**src/rtl/d8m_raw_packetiser_if.sv**
```systemverilog
// Avalon-ST video source/sink bundle carried between the packetiser and the ingest sink.
interface d8m_raw_packetiser_if #(
  parameter int DATA_W = 12
) ();
  logic [DATA_W-1:0] data;
  logic              valid;
  logic              sop;
  logic              eop;
  logic              ready;

  modport master (output data, valid, sop, eop, input ready);
  modport slave  (input data, valid, sop, eop, output ready);
endinterface

```
**src/rtl/d8m_raw_packetiser.sv**
```systemverilog
// D8M raw FVAL/LVAL pixel bus to Avalon-ST video packets with frame-size measurement.
// IDLE wait FVAL rise | CTRL dims packet | HDR video sop | STREAM pixels | TERM eop after overflow | DROP skip frame
module d8m_raw_packetiser #(
  parameter int DATA_W     = 12,
  parameter int FIFO_DEPTH = 16
) (
  input  logic                  clk,
  input  logic                  reset_n,
  input  logic [DATA_W-1:0]     cam_d,
  input  logic                  cam_fval,
  input  logic                  cam_lval,
  input  logic                  enable,
  input  logic                  clear,
  d8m_raw_packetiser_if.master  st,
  output logic                  overflow,
  output logic [15:0]           frame_count
);

  localparam int AW = $clog2(FIFO_DEPTH);

  typedef enum logic [2:0] {
    IDLE   = 3'd0,
    CTRL   = 3'd1,
    HDR    = 3'd2,
    STREAM = 3'd3,
    TERM   = 3'd4,
    DROP   = 3'd5
  } state_t;

  state_t state, state_next;

  logic [DATA_W-1:0] d_r;
  logic              fval_r, fval_rr, lval_r, lval_rr, armed;
  logic              fval_rise, fval_fall, lval_rise, lval_fall, pix_vld;

  logic [15:0] width_cnt, height_cnt, width_l, height_l;
  logic        line_done, dims_valid, frame_bad;

  logic [DATA_W-1:0] hold_data;
  logic              hold_vld, hold_load, hold_clr;
  logic [3:0]        beat_cnt;
  logic [3:0]        nib;

  logic              wr_req, wr_en, wr_sop, wr_eop, ovf_pix, ovf_event;
  logic [DATA_W-1:0] wr_data;

  logic [DATA_W+1:0] mem [FIFO_DEPTH];
  logic [AW:0]       wr_ptr, rd_ptr;
  logic [DATA_W+1:0] rd_word;
  logic              full, empty, rd, can_wr;
  logic              in_ctrl, pkt_is_ctrl, frame_inc;

  // Edge registers reset high and must see two low samples before a rise counts,
  // so a frame already in progress at reset release is ignored entirely.
  always_ff @(posedge clk or negedge reset_n) begin
    if (!reset_n) begin
      d_r     <= '0;
      fval_r  <= 1'b1;
      fval_rr <= 1'b1;
      lval_r  <= 1'b0;
      lval_rr <= 1'b0;
      armed   <= 1'b0;
    end else begin
      d_r     <= cam_d;
      fval_r  <= cam_fval;
      fval_rr <= fval_r;
      lval_r  <= cam_lval;
      lval_rr <= lval_r;
      armed   <= armed | (!fval_r & !fval_rr);
    end
  end

  assign fval_rise = armed & fval_r & !fval_rr;
  assign fval_fall = armed & !fval_r & fval_rr;
  assign lval_rise = fval_r & lval_r & !lval_rr;
  assign lval_fall = lval_rr & !lval_r;
  assign pix_vld   = fval_r & lval_r;

  always_ff @(posedge clk or negedge reset_n) begin
    if (!reset_n) begin
      width_cnt  <= '0;
      height_cnt <= '0;
      line_done  <= 1'b0;
      width_l    <= '0;
      height_l   <= '0;
      dims_valid <= 1'b0;
      frame_bad  <= 1'b0;
    end else begin
      if (fval_rise) begin
        width_cnt  <= pix_vld ? 16'd1 : 16'd0;
        height_cnt <= lval_rise ? 16'd1 : 16'd0;
        line_done  <= 1'b0;
        frame_bad  <= (state != IDLE) | !enable;
      end else begin
        if (pix_vld && !line_done && width_cnt != 16'hFFFF)
          width_cnt <= width_cnt + 16'd1;
        if (lval_rise && height_cnt != 16'hFFFF)
          height_cnt <= height_cnt + 16'd1;
        if (lval_fall)
          line_done <= 1'b1;
        if (ovf_event)
          frame_bad <= 1'b1;
      end
      if (fval_fall) begin
        width_l    <= width_cnt;
        height_l   <= height_cnt;
        dims_valid <= !(frame_bad | ovf_event);
      end
    end
  end

  always_comb begin
    nib = 4'h0;
    case (beat_cnt)
      4'd0:    nib = 4'hF;
      4'd1:    nib = width_l[15:12];
      4'd2:    nib = width_l[11:8];
      4'd3:    nib = width_l[7:4];
      4'd4:    nib = width_l[3:0];
      4'd5:    nib = height_l[15:12];
      4'd6:    nib = height_l[11:8];
      4'd7:    nib = height_l[7:4];
      4'd8:    nib = height_l[3:0];
      default: nib = 4'h0;
    endcase
  end

  always_ff @(posedge clk or negedge reset_n) begin
    if (!reset_n) state <= IDLE;
    else          state <= state_next;
  end

  always_comb begin
    state_next = state;
    case (state)
      IDLE:   if (fval_rise) state_next = !enable ? DROP : (dims_valid ? CTRL : HDR);
      CTRL:   if (ovf_event) state_next = TERM;
              else if (wr_en && beat_cnt == 4'd8) state_next = HDR;
      HDR:    state_next = ovf_event ? TERM : STREAM;
      STREAM: if (ovf_event) state_next = TERM;
              else if (fval_fall) state_next = IDLE;
      TERM:   if (can_wr) state_next = fval_r ? DROP : IDLE;
      DROP:   if (fval_fall) state_next = IDLE;
      default: state_next = IDLE;
    endcase
  end

  // A frame ending during CTRL/HDR is treated as truncated so the writer never waits on a missed fall.
  always_comb begin
    wr_req    = 1'b0;
    wr_data   = '0;
    wr_sop    = 1'b0;
    wr_eop    = 1'b0;
    ovf_pix   = 1'b0;
    hold_load = 1'b0;
    hold_clr  = 1'b0;
    case (state)
      CTRL: begin
        if (pix_vld || fval_fall) ovf_pix = 1'b1;
        else begin
          wr_req  = 1'b1;
          wr_data = {{(DATA_W-4){1'b0}}, nib};
          wr_sop  = (beat_cnt == 4'd0);
          wr_eop  = (beat_cnt == 4'd8);
        end
      end
      HDR: begin
        if (pix_vld || fval_fall) ovf_pix = 1'b1;
        else begin
          wr_req = 1'b1;
          wr_sop = 1'b1;
        end
      end
      STREAM: begin
        if (fval_fall) begin
          wr_req   = 1'b1;
          wr_data  = hold_vld ? hold_data : '0;
          wr_eop   = 1'b1;
          hold_clr = 1'b1;
        end else if (pix_vld) begin
          hold_load = 1'b1;
          wr_req    = hold_vld;
          wr_data   = hold_data;
        end
      end
      TERM: begin
        wr_req = can_wr;
        wr_eop = 1'b1;
      end
      default: ;
    endcase
  end

  assign can_wr    = !full | rd;
  assign wr_en     = wr_req & can_wr;
  assign ovf_event = ovf_pix | (wr_req & !can_wr);

  always_ff @(posedge clk or negedge reset_n) begin
    if (!reset_n) begin
      hold_vld  <= 1'b0;
      hold_data <= '0;
      beat_cnt  <= '0;
    end else begin
      if (hold_clr || ovf_event) hold_vld <= 1'b0;
      else if (hold_load) begin
        hold_vld  <= 1'b1;
        hold_data <= d_r;
      end
      if (state != CTRL) beat_cnt <= '0;
      else if (wr_en)    beat_cnt <= beat_cnt + 4'd1;
    end
  end

  always_ff @(posedge clk) begin
    if (wr_en) mem[wr_ptr[AW-1:0]] <= {wr_sop, wr_eop, wr_data};
  end

  assign full    = (wr_ptr[AW] != rd_ptr[AW]) && (wr_ptr[AW-1:0] == rd_ptr[AW-1:0]);
  assign empty   = (wr_ptr == rd_ptr);
  assign rd_word = mem[rd_ptr[AW-1:0]];
  assign rd      = st.valid & st.ready;

  // Outputs are gated by empty so they read as zero after reset regardless of RAM contents.
  assign st.valid = !empty;
  assign st.sop   = !empty & rd_word[DATA_W+1];
  assign st.eop   = !empty & rd_word[DATA_W];
  assign st.data  = empty ? '0 : rd_word[DATA_W-1:0];

  always_ff @(posedge clk or negedge reset_n) begin
    if (!reset_n) begin
      wr_ptr <= '0;
      rd_ptr <= '0;
    end else begin
      if (wr_en) wr_ptr <= wr_ptr + 1'b1;
      if (rd)    rd_ptr <= rd_ptr + 1'b1;
    end
  end

  // Control packets are recognised by their 0xF type nibble so only video eops count as frames.
  assign pkt_is_ctrl = st.sop ? (st.data[3:0] == 4'hF) : in_ctrl;
  assign frame_inc   = rd & st.eop & !pkt_is_ctrl;

  always_ff @(posedge clk or negedge reset_n) begin
    if (!reset_n) begin
      in_ctrl     <= 1'b0;
      overflow    <= 1'b0;
      frame_count <= '0;
    end else begin
      if (rd && st.sop) in_ctrl <= pkt_is_ctrl;
      if (ovf_event)  overflow <= 1'b1;
      else if (clear) overflow <= 1'b0;
      if (clear)          frame_count <= '0;
      else if (frame_inc) frame_count <= frame_count + 16'd1;
    end
  end

endmodule

```
**src/flat_wrapper.sv**
```systemverilog
// flat-port wrapper written by rule: the top's interface ports become plain ports
module d8m_raw_packetiser_flat 
#(
  parameter int DATA_W     = 12,
  parameter int FIFO_DEPTH = 16
)
  (clk, reset_n, cam_d, cam_fval, cam_lval, enable, clear, overflow, frame_count, st_data, st_valid, st_sop, st_eop, st_ready);
  d8m_raw_packetiser_if #(.DATA_W(DATA_W)) st_i ();
  input  logic clk;
  input  logic reset_n;
  input  logic [DATA_W-1:0] cam_d;
  input  logic cam_fval;
  input  logic cam_lval;
  input  logic enable;
  input  logic clear;
  output logic overflow;
  output logic [15:0] frame_count;
  output wire logic [$bits(st_i.data)-1:0] st_data;
  output wire logic [$bits(st_i.valid)-1:0] st_valid;
  output wire logic [$bits(st_i.sop)-1:0] st_sop;
  output wire logic [$bits(st_i.eop)-1:0] st_eop;
  input wire logic [$bits(st_i.ready)-1:0] st_ready;
  assign st_data = st_i.data;
  assign st_valid = st_i.valid;
  assign st_sop = st_i.sop;
  assign st_eop = st_i.eop;
  assign st_i.ready = st_ready;
  d8m_raw_packetiser #(.DATA_W(DATA_W), .FIFO_DEPTH(FIFO_DEPTH)) u_core (.clk(clk), .reset_n(reset_n), .cam_d(cam_d), .cam_fval(cam_fval), .cam_lval(cam_lval), .enable(enable), .clear(clear), .st(st_i), .overflow(overflow), .frame_count(frame_count));
endmodule
```
**config.mk**
```make
export PLATFORM = sky130hd
export DESIGN_NAME = d8m_raw_packetiser_flat
export DESIGN_NICKNAME = d
export VERILOG_FILES = /design/src/rtl/d8m_raw_packetiser_if.sv /design/src/rtl/d8m_raw_packetiser.sv /design/src/flat_wrapper.sv
export SDC_FILE = /design/constraint.sdc
export NUM_CORES = 1
export LEC_CHECK = 0
export BUFFER_PORTS_ARGS = -buffer_cell sky130_fd_sc_hd__buf_2
export CAP_MARGIN = 5
export CELL_PAD_IN_SITES_DETAIL_PLACEMENT = 1
export CELL_PAD_IN_SITES_GLOBAL_PLACEMENT = 2
export CORE_AREA = 2 2 224 171
export DETAILED_ROUTE_END_ITERATION = 8
export DIE_AREA = 0 0 226 173
export GPL_ROUTABILITY_DRIVEN = 0
export PLACE_DENSITY_LB_ADDON = 0.08
export SLEW_MARGIN = 40
export SYNTH_ARGS = -nofsm -noshare
export SYNTH_HDL_FRONTEND = slang
export SYNTH_SLANG_ARGS = --single-unit
```
**constraint.sdc**
```tcl
create_clock -name clk -period 3.12 [get_ports clk]
set_input_delay 0.312 -clock clk [delete_from_list [all_inputs] [get_ports clk]]
set_output_delay 0.312 -clock clk [all_outputs]
set_load 0.05 [all_outputs]
```
# Word level (Yosys, flattened, before mapping)
# Memory sizes are Yosys's and may differ from the RTL's.
# Index checks and enable logic that the tools add are counted.
# W data, S select, Z words.
# word_totals
register_bits	132
mem_bits_rw	224
inputBits	19
mem_count	1
# op_classes
add_sub_neg	6
n_eq_ne	23
muxes	54
bitwise	21
reduce_logical	33
# mem_list
name	depth	word_bits	read_ports	rd_ports_with_merged_regs	wr	line_no	source
u_core.mem	16	14	1	0	1	d8m_raw_packetiser.sv:47	logic [DATA_W+1:0] mem [FIFO_DEPTH];
# ops
operator	count
$mux W16	6
$add A16 B1 Y16 const B	3
$mux W12	4
$pmux W4 S9	1
$ne A16 B16 Y1 const B	2
$mux W3	9
$mux W1	25
$pmux W12 S2	1
$pmux W3 S6	1
$eq A4 B3 Y1 const B	4
$reduce_bool A2 Y1	8
$and A1 B1 Y1	15
$mux W4	3
$logic_not A1 Y1	11
$add A5 B1 Y5 const B	2
$eq A4 B2 Y1 const B	2
$eq A4 B4 Y1 const B	2
$eq A3 B2 Y1 const B	2
$eq A3 B3 Y1 const B	2
$logic_and A1 B1 Y1	6
$ne A3 B1 Y1 const B	2
$pmux W1 S3	2
$eq A5 B5 Y1	1
$or A1 B1 Y1	5
other kinds (16)	18

# Depth between registers and ports, before layout
# Gate-level depths: netlist of run 1.
# depth
depth_word	11
mapped_depth	12
ltp_nobuf	8

# Least setup slack after synthesis of run 1
# OpenSTA, ideal clock, no wires.
# synth_path
path_type	register -> register
startpoint	register u_core.rd_ptr[1]
endpoint	memory u_core.mem[0][0] in the netlist's numbering (enable)
setup_ps	403
arrival_ps	2838
t_required_ps	2717
path_slack_ps	-121
path_stages_with_launch	11
n_path_buf	4
period_less_slack_ps	3241
cell_sequence	dfrtp_1 > buf_6 > buf_6 > buf_6 > xnor2_1 > nand4_1 > nor3_1 > a21oi_1 > clkbuf_1 > nand2_1 > nor3_1
# synth_via
elab_chain_cells	8
word_cells_on_any_way	11
cone_classes	eq/ne (2); mux (3); bitwise (3); reduce/logical (3)
# synth_rtl
item	line_no	source
from (decl)	d8m_raw_packetiser.sv:48	logic [AW:0] wr_ptr, rd_ptr;
from (signal assigned)	d8m_raw_packetiser.sv:235	if (rd) rd_ptr <= rd_ptr + 1'b1;
$eq A5 B5 Y1 / $eq A4 B4 Y1 (equally long branches)	d8m_raw_packetiser.sv:219, d8m_raw_packetiser.sv:218	
$logic_not A1 Y1 / $logic_and A1 B1 Y1 (equally long branches)	d8m_raw_packetiser.sv:224, d8m_raw_packetiser.sv:218	
$and A1 B1 Y1 / $logic_not A1 Y1 (equally long branches)	d8m_raw_packetiser.sv:221, d8m_raw_packetiser.sv:194	
$or A1 B1 Y1 (*)	d8m_raw_packetiser.sv:194	assign can_wr = !full | rd;
$pmux W1 S3	d8m_raw_packetiser.sv:157	case (state)
$and A1 B1 Y1 (*)	d8m_raw_packetiser.sv:195	assign wr_en = wr_req & can_wr;
$mux W1 (*)	d8m_raw_packetiser.sv:215	if (wr_en) mem[wr_ptr[AW-1:0]] <= {wr_sop, wr_eop, wr_data};
$mux W1 (implied by the code) (*)	d8m_raw_packetiser.sv:215	
to (decl)	d8m_raw_packetiser.sv:47	
# Every way passes the cells marked *; elsewhere a longest branch is shown, timed or not.

# Final worst setup path of run 1
# layout_path
startpoint	register u_core.rd_ptr[0]
endpoint	output port st_data[4]
# layout_via
elab_chain_cells	2
word_cells_on_any_way	3
cone_classes	eq/ne (1); mux (1); memory (1)
# layout_rtl
item	line_no	source
$mem_v2 Z16 W14 / $eq A5 B5 Y1 (equally long branches)	n/a	
$mux W12 (*)	d8m_raw_packetiser.sv:227	assign st.data = empty ? '0 : rd_word[DATA_W-1:0];
to (decl)	flat_wrapper.sv:18	output wire logic [$bits(st_i.data)-1:0] st_data;
# Marked as above.

==> results of run 1 <==
[layout make-up]
class / count / area [µm²] / area share [%]
multi-input cells: 557 / 4600 / 25.7
inverters: 18 / 67.6 / 0.377
repair buffers: 157 / 1240 / 6.92
clock inverters: 18 / 236 / 1.32
clock buffers: 54 / 1100 / 6.16
flip-flops and latches: 356 / 10000 / 56.0
well taps: 504 / 631 / 3.52
[stage by stage]
stage,power [mW],instances
final,16.2,1664
after global routing,16.9,1664
after CTS,16.2,1658
after detailed placement,11.2,1564
after global placement,11.1,1564
after floorplan,9.48,978
[sequential cells by signal, summed over array words and instances (netlist names), 3 cells and up]
| signal | flops |
|---|---|
| u_core.mem | 224 |
| u_core.frame_count | 16 |
| u_core.height_cnt | 16 |
| u_core.height_l | 16 |
| u_core.width_cnt | 16 |
| u_core.width_l | 16 |
| u_core.d_r | 12 |
| u_core.hold_data | 12 |
| u_core.rd_ptr | 5 |
| u_core.wr_ptr | 5 |
| u_core.beat_cnt | 4 |
| u_core.state | 3 |
[logic make-up after synthesis]
family                     synth area share, %
xor gates and xnor gates                  2.82
adders and majority gates                 1.01
buffers and inverters                     2.00
and+or+nand+nor                           8.89
DFF                                       67.4
muxes                                     12.9
AOI/OAI and AO/OA                         5.02
[power by group through the flow]
stage,Sequential (mW),Clock (mW),Combinational (mW)
3_3_place_gp,6.14,0,4.99
5_1_grt,6.02,5.10,5.75
6_report,5.97,4.81,5.40
2_1_floorplan,5.92,0,3.56
4_1_cts,5.97,4.92,5.33
3_5_place_dp,6.15,0,5.04
[what timing repair did]
item / in CTS / in global routing
endpoints found under the hold margin: 68 / 0
gates resized for setup: 6 / 7
pin swaps: 0 / 2
hold buffers: 15 / 0
setup endpoints to repair: 9 / 10
buffers inserted: 7 / 6
[final timing paths]
check / cells after the start / from / slack (ps) / to
max: 6 / u_core.rd_ptr[0] / 70 / st_data[4]
min: 2 / clear / 170 / u_core.frame_count[1]
max reg2reg: 9 / u_core.rd_ptr[0] / 200 / u_core.frame_count[13]
min reg2reg: 0 / u_core.fval_r / 420 / u_core.fval_rr
max in group asynchronous: 3 / reset_n / 2010 / u_core.wr_ptr[2]
min in group asynchronous: 2 / reset_n / 350 / u_core.in_ctrl
[cell usage in the layout, fill, tap and decap left out, types with 4 or more instances in the layout]
| cell type | synthesis | final |
|---|---|---|
| a211oi_1 | 4 | 4 |
| a21oi_1 | 32 | 32 |
| a221oi_1 | 11 | 10 |
| a22oi_1 | 5 | 5 |
| and2_1 | 24 | 24 |
| and3_1 | 5 | 5 |
| and4_1 | 8 | 8 |
| buf_12 | 0 | 10 |
| buf_2 | 10 | 48 |
| buf_4 | 1 | 80 |
| bufinv_16 | 0 | 5 |
| clkbuf_1 | 25 | 9 |
| clkbuf_16 | 0 | 40 |
| clkbuf_8 | 0 | 5 |
| clkinv_1 | 0 | 6 |
| dfrtp_1 | 130 | 128 |
| dlygate4sd3_1 | 0 | 15 |
| edfxtp_1 | 224 | 224 |
| ha_1 | 12 | 12 |
| inv_1 | 18 | 18 |
| mux2_2 | 42 | 42 |
| mux2i_1 | 14 | 14 |
| mux4_2 | 58 | 58 |
| nand2_1 | 71 | 71 |
| nand2b_1 | 4 | 4 |
| nand3_1 | 23 | 23 |
| nand3b_1 | 4 | 4 |
| nand4_1 | 16 | 16 |
| nor2_1 | 74 | 71 |
| nor2_2 | 2 | 4 |
| nor2b_1 | 5 | 5 |
| nor3_1 | 12 | 8 |
| nor3_2 | 0 | 4 |
| o211ai_1 | 4 | 4 |
| o21ai_0 | 22 | 22 |
| o21ai_1 | 7 | 7 |
| o31ai_1 | 5 | 5 |
| or3_1 | 10 | 10 |
| xnor2_1 | 21 | 21 |
| xor2_1 | 27 | 27 |
[per-layer routing]
layer  vias up  global-route usage, %  wire length (µm)
met5         -                      0                 0
met3        40                   3.09              1500
li1       4018                      -                 -
met4         0                   3.78               515
met2       166                   28.6             16600
met1      4679                   32.7             20100
==> load_flow_metrics.sql, run 1 <==
INSERT INTO impl_metrics (metric_group, metric, value, unit) VALUES
('run_status', 'outcome', 'finished, final reports clean', ''),
('synthesis', 'mappedNetlistNets', '1009', ''),
('timing', 'report.final.setup_viol', '0', ''),
('place', 'dp_slack', '180', 'ps'),
('timing', 'final-max-slew-violation-count', '0', ''),
('timing', 'holdWs', '166', 'ps'),
('hold_path', 'min-delay-path-class', 'in2reg', ''),
('synthesis', 'synth_ff_type', 'edfxtp_1', ''),
('timing', 'rsz0062_at_grt', 'false', ''),
('finish', 'nNetsFinal', '1160', ''),
('synthesis', 'mapped_area', '14900', 'µm²'),
('grt', 'initial_antenna_violation_count', '0', ''),
('clock_network', 'clk_pin_slew', '60', 'ps'),
('synthesis', 'synthArstFlopShare', '37.1', '%'),
('critical_path', 'critical_path.max_stage_delay', '550', 'ps'),
('power_and_ir_drop', 'leakage', '6.79', 'nW'),
('grt', 'grt_pass1_vias', '9058', ''),
('finish', 'antenna_cells', '0', ''),
('grt', 'grt_start_max_net_pins', '59', ''),
('finish', 'final_area', '17900', 'µm²'),
('critical_path', 'worstPathArrival', '2730', 'ps'),
('synthesis', 'synth_top_cell_area_share', '45.2', '%'),
('detailed_routing', 'post_drt_via_cell_ratio', '5.35', ''),
('critical_path', 'critPathMaxFanout', '8', ''),
('clock_network', 'cts_root_buffer', 'clkbuf_16', ''),
('critical_path', 'cp_cell_sequence', 'buf_6, buf_4, mux4_2, mux4_2, and2_1, buf_4', ''),
('synthesis', 'edff_count_synth', '224', ''),
('die', 'die_width', '226', 'µm'),
('finish', 'final.fill_count', '3600', ''),
('detailed_routing', 'via_count', '8903', ''),
('timing', 'relSlewSlack', '44.0', '%'),
('die', 'num_io_pins', '51', ''),
('die', 'core_outline_area', '36700', 'µm²'),
('detailed_routing', 'wirelength', '38700', 'µm'),
('detailed_routing', 'postRouteAntennaNets', '0', ''),
('clock_network', 'tritoncts_num_sinks', '356', ''),
('synthesis', 'yosysSeqAreaShare', '67.4', '%'),
('place', 'io_buffers', '50', ''),
('synthesis', 'synth-seq-cells', '356', ''),
('finish', 'finalCoreUtilization', '48.8', '%'),
('die', 'initial_core_utilization', '40.6', '%'),
('timing', 'fin_crit_sh', '97.6', '%'),
('critical_path', 'worst_setup_path_start_kind', 'flop', ''),
('critical_path', 'critical_path.endpoint_type', 'output pin', ''),
('timing', 'min_period', '3050', 'ps'),
('detailed_routing', 'detail_route.iter0.violations', '630', ''),
('synthesis', 'yosys.cell_count.top_type', 'edfxtp_1', ''),
('synthesis', 'yosys_warnings', '0', ''),
('critical_path', 'worstPathBufferInverterCount', '3', ''),
('detailed_routing', 'drc', '0', ''),
('power_and_ir_drop', 'proportion_of_power_drawn_by_the_clock_network', '29.7', '%'),
('die', 'die_height', '173', 'µm'),
('grt', 'global_route.overflow_total', '0', ''),
('critical_path', 'crit_slowest_cell', 'dfrtp_4', ''),
('synthesis', 'synthCells', '978', ''),
('timing', 'postLayoutSetupSlackWorst', '74.3', 'ps'),
('grt', 'grt_pass1_wl', '58900', 'µm'),
('die', 'design.die.area', '39100', 'µm²'),
('place', 'detailedPlacementHpwl', '25300', 'µm'),
('timing', 'clock-skew-final', '17.6', 'ps'),
('finish', 'areaGrowthSynthToFinish', '20.3', '%'),
('synthesis', 'syn_area_per_cell', '15.2', 'µm²'),
('synthesis', 'yosysUniqueCellTypes', '60', ''),
('clock_network', 'numCtsBuffers', '39', ''),
('timing', 'worst-slew-pin-transition', '837', 'ps'),
('clock_network', 'insertion_delay', '540', 'ps'),
('detailed_routing', 'drt-wirelength-per-cell', '23.2', 'µm'),
('power_and_ir_drop', 'netSwitchingPower', '5.49', 'mW'),
('flow_run', 'drv_cap', '0', ''),
('critical_path', 'cpLargestDelayFamily', 'multiplexers', ''),
('grt', 'groute.usage.overall', '20.2', '%');
No activity file was read; power rests on OpenSTA's default activity.
==> run 2: changes to the inputs <==
- CTS_BUF_LIST: not set -> sky130_fd_sc_hd__clkbuf_4 sky130_fd_sc_hd__clkbuf_8
==> run 2 against run 1 <==
  * Global-route usage about the same
  * Sequential share of layout area decreased by 0.25 points
  * Power down 0.93%
  * Cell area increased by 0.45%
  * Largest power group unchanged
  * Final cell count up 2.3%
  * Largest cell class unchanged
  * Via count is 2.2% higher
  * Critical endpoint is now st_data[8]
  * Sequential power about the same
==> load_flow_metrics.sql, run 2 (synthesized netlist as in run 1, its figures left out) <==
INSERT INTO impl_metrics (metric_group, metric, value, unit) VALUES
('finish', 'nNetsFinal', '1182', ''),
('die', 'design.die.area', '39100', 'µm²'),
('grt', 'grt_pass1_wl', '59300', 'µm'),
('timing', 'rsz0062_at_grt', 'true', ''),
('detailed_routing', 'postRouteAntennaNets', '0', ''),
('detailed_routing', 'detail_route.iter0.violations', '701', ''),
('power_and_ir_drop', 'power.share.switching', '34.9', '%'),
('critical_path', 'critical_path.endpoint_type', 'output pin', ''),
('timing', 'report.final.setup_viol', '0', ''),
('clock_network', 'clk_pin_slew', '70', 'ps'),
('finish', 'final_layout_size_suffix_gt1_share', '31.1', '%'),
('grt', 'global_route.overflow_total', '0', ''),
('detailed_routing', 'post_drt_via_cell_ratio', '5.35', ''),
('power_and_ir_drop', 'ir_worst_vdd', '0.000439', 'V'),
('detailed_routing', 'via_count', '9103', ''),
('die', 'die_height', '173', 'µm'),
('timing', 'fin_crit_sh', '98.6', '%'),
('flow_run', 'drv_cap', '0', ''),
('grt', 'grt_start_max_net_pins', '59', ''),
('run_status', 'outcome', 'finished, final reports clean', ''),
('power_and_ir_drop', 'comb_power_share', '36.5', '%'),
('timing', 'worst-slew-pin-transition', '850', 'ps'),
('clock_network', 'clock_tree_from_tritoncts', 'built', ''),
('finish', 'leading_cell_type_in_the_layout_fill_and_taps_excluded', 'edfxtp_1', ''),
('finish', 'areaGrowthSynthToFinish', '20.9', '%'),
('finish', 'number_of_flip_flops_under_the_largest_register_name', '224', ''),
('die', 'placement_row_count', '61', ''),
('timing', 'maxClockFrequency', '325', 'MHz'),
('grt', 'grt_pass1_vias', '9237', ''),
('detailed_routing', 'drt_first_pass_iters', '5', ''),
('timing', 'timing.final.hold_violations', '0', ''),
('power_and_ir_drop', 'cellInternalPower', '10.4', 'mW'),
('clock_network', 'numCtsBuffers', '56', ''),
('timing', 'clock-skew-final', '24.1', 'ps'),
('power_and_ir_drop', 'proportion_of_power_drawn_by_the_clock_network', '26.3', '%'),
('die', 'core_outline_area', '36700', 'µm²'),
('timing', 'postLayoutSetupSlackWorst', '42.4', 'ps'),
('finish', 'final.fill_count', '3602', ''),
('hold_path', 'min-delay-path-class', 'in2reg', ''),
('detailed_routing', 'drc', '0', ''),
('grt', 'initial_antenna_violation_count', '0', ''),
('clock_network', 'tritoncts_num_sinks', '356', ''),
('critical_path', 'critical_path_required', '2810', 'ps'),
('critical_path', 'critPathMaxFanout', '6', ''),
('clock_network', 'h-tree-depth', '2', ''),
('clock_network', 'cts.path.max_buffers', '3', ''),
('finish', 'antenna_cells', '0', ''),
('power_and_ir_drop', 'cellPowerDensity', '890', 'nW/µm²'),
('die', 'initial_core_utilization', '40.6', '%'),
('critical_path', 'worst_setup_path_start_kind', 'flop', ''),
('place', 'detailedPlacementHpwl', '25300', 'µm'),
('timing', 'final-max-slew-violation-count', '0', ''),
('clock_network', 'cts_root_buffer', 'clkbuf_8', ''),
('finish', 'mostFrequentLayoutCells', '224 x edfxtp_1, 128 x dfrtp_1, 83 x buf_4', ''),
('power_and_ir_drop', 'netSwitchingPower', '5.59', 'mW'),
('place', 'dp_slack', '180', 'ps'),
('power_and_ir_drop', 'power.share.sequential', '37.1', '%'),
('grt', 'groute.usage.overall', '20.2', '%'),
('die', 'num_io_pins', '51', ''),
('die', 'die_width', '226', 'µm'),
('clock_network', 'insertion_delay', '620', 'ps'),
('timing', 'holdWs', '94.7', 'ps'),
('critical_path', 'crit_type', 'reg2out', ''),
('critical_path', 'r2r_slack', '110', 'ps'),
('detailed_routing', 'drt-wirelength-per-cell', '23.2', 'µm'),
('place', 'io_buffers', '50', ''),
('timing', 'min_period', '3080', 'ps'),
('timing', 'relSlewSlack', '43.1', '%'),
('critical_path', 'worstPathArrival', '2770', 'ps'),
('detailed_routing', 'wirelength', '39500', 'µm'),
('power_and_ir_drop', 'leakage', '6.89', 'nW');
run 2: cell types whose count changed in the layout (fill, tap and decap cells not counted), sizes merged:
cell      previous run  this run
clkbuf              54        94
bufinv               5         0
clkinv              11        14
buf                142       144
clkinvlp             1         0
run 2: layout make-up:
class                      instances  area, µm²  share of cell area (%)
clock buffer                      91       1150                    6.37
clock inverter                    15       82.6                   0.459
inverter                          18       67.6                   0.375
multi-input combinational        557       4620                    25.7
sequential                       356      10000                    55.8
tap                              504        631                    3.50
timing repair buffer             162       1410                    7.83
run 2: power groups by stage:
stage,clock network [mW],registers [mW],logic [mW]
after global routing,4.53,6.00,6.21
final,4.22,5.95,5.86
after CTS,4.33,5.97,5.46
after detailed placement,0,6.15,5.04
after global placement,0,6.14,4.99
after floorplan,0,5.92,3.56
run 2: critical path, stage by stage (launching register included):
cell,delay (ps)
dfrtp_4,440
buf_12,160
buf_12,150
mux4_2,530
mux4_2,510
and2_1,180
buf_4,180
run 2: through the flow:
step	cell area, µm²	util, %	setup TNS, ps	instances	power [mW]
finish	18000	49.0	0	1703	16.0
global route	18000	49.0	-39.2	1703	16.7
CTS	17800	48.5	-222	1695	15.8
detailed placement	16300	44.3	0	1564	11.2
global placement	16300	44.3	0	1564	11.1
floorplan	14900	-	0	978	9.48
run 2: metal layers:
metal  vias up  wire length (µm)  global-route usage [%]
li1       4065                 -                       -
met1      4772             20300                    32.4
met2       215             16800                    28.7
met3        51              1750                    3.50
met4         0               606                    4.06
met5         -                 0                       0
run 2: path summary, 6_finish.rpt:
kind	depth (start not counted)	startpoint	endpoint
hold reg to reg	0	u_core.fval_r	u_core.fval_rr
setup / recovery	6	u_core.rd_ptr[0]	st_data[8]
hold / removal	4	enable	u_core.frame_bad
max in group asynchronous	3	reset_n	u_core.wr_ptr[3]
min in group asynchronous	2	reset_n	u_core.rd_ptr[2]
setup reg to reg	11	u_core.rd_ptr[0]	u_core.frame_count[8]
run 2: what timing repair did:
item | 4_1_cts | 5_1_grt
pin swaps | 1 | 2
resized for setup | 16 | 31
hold buffers | 15 | 0
setup endpoints to repair | 10 | 20
gates cloned | 0 | 3
endpoints found under the hold margin | 68 | 0
buffers inserted | 10 | 5
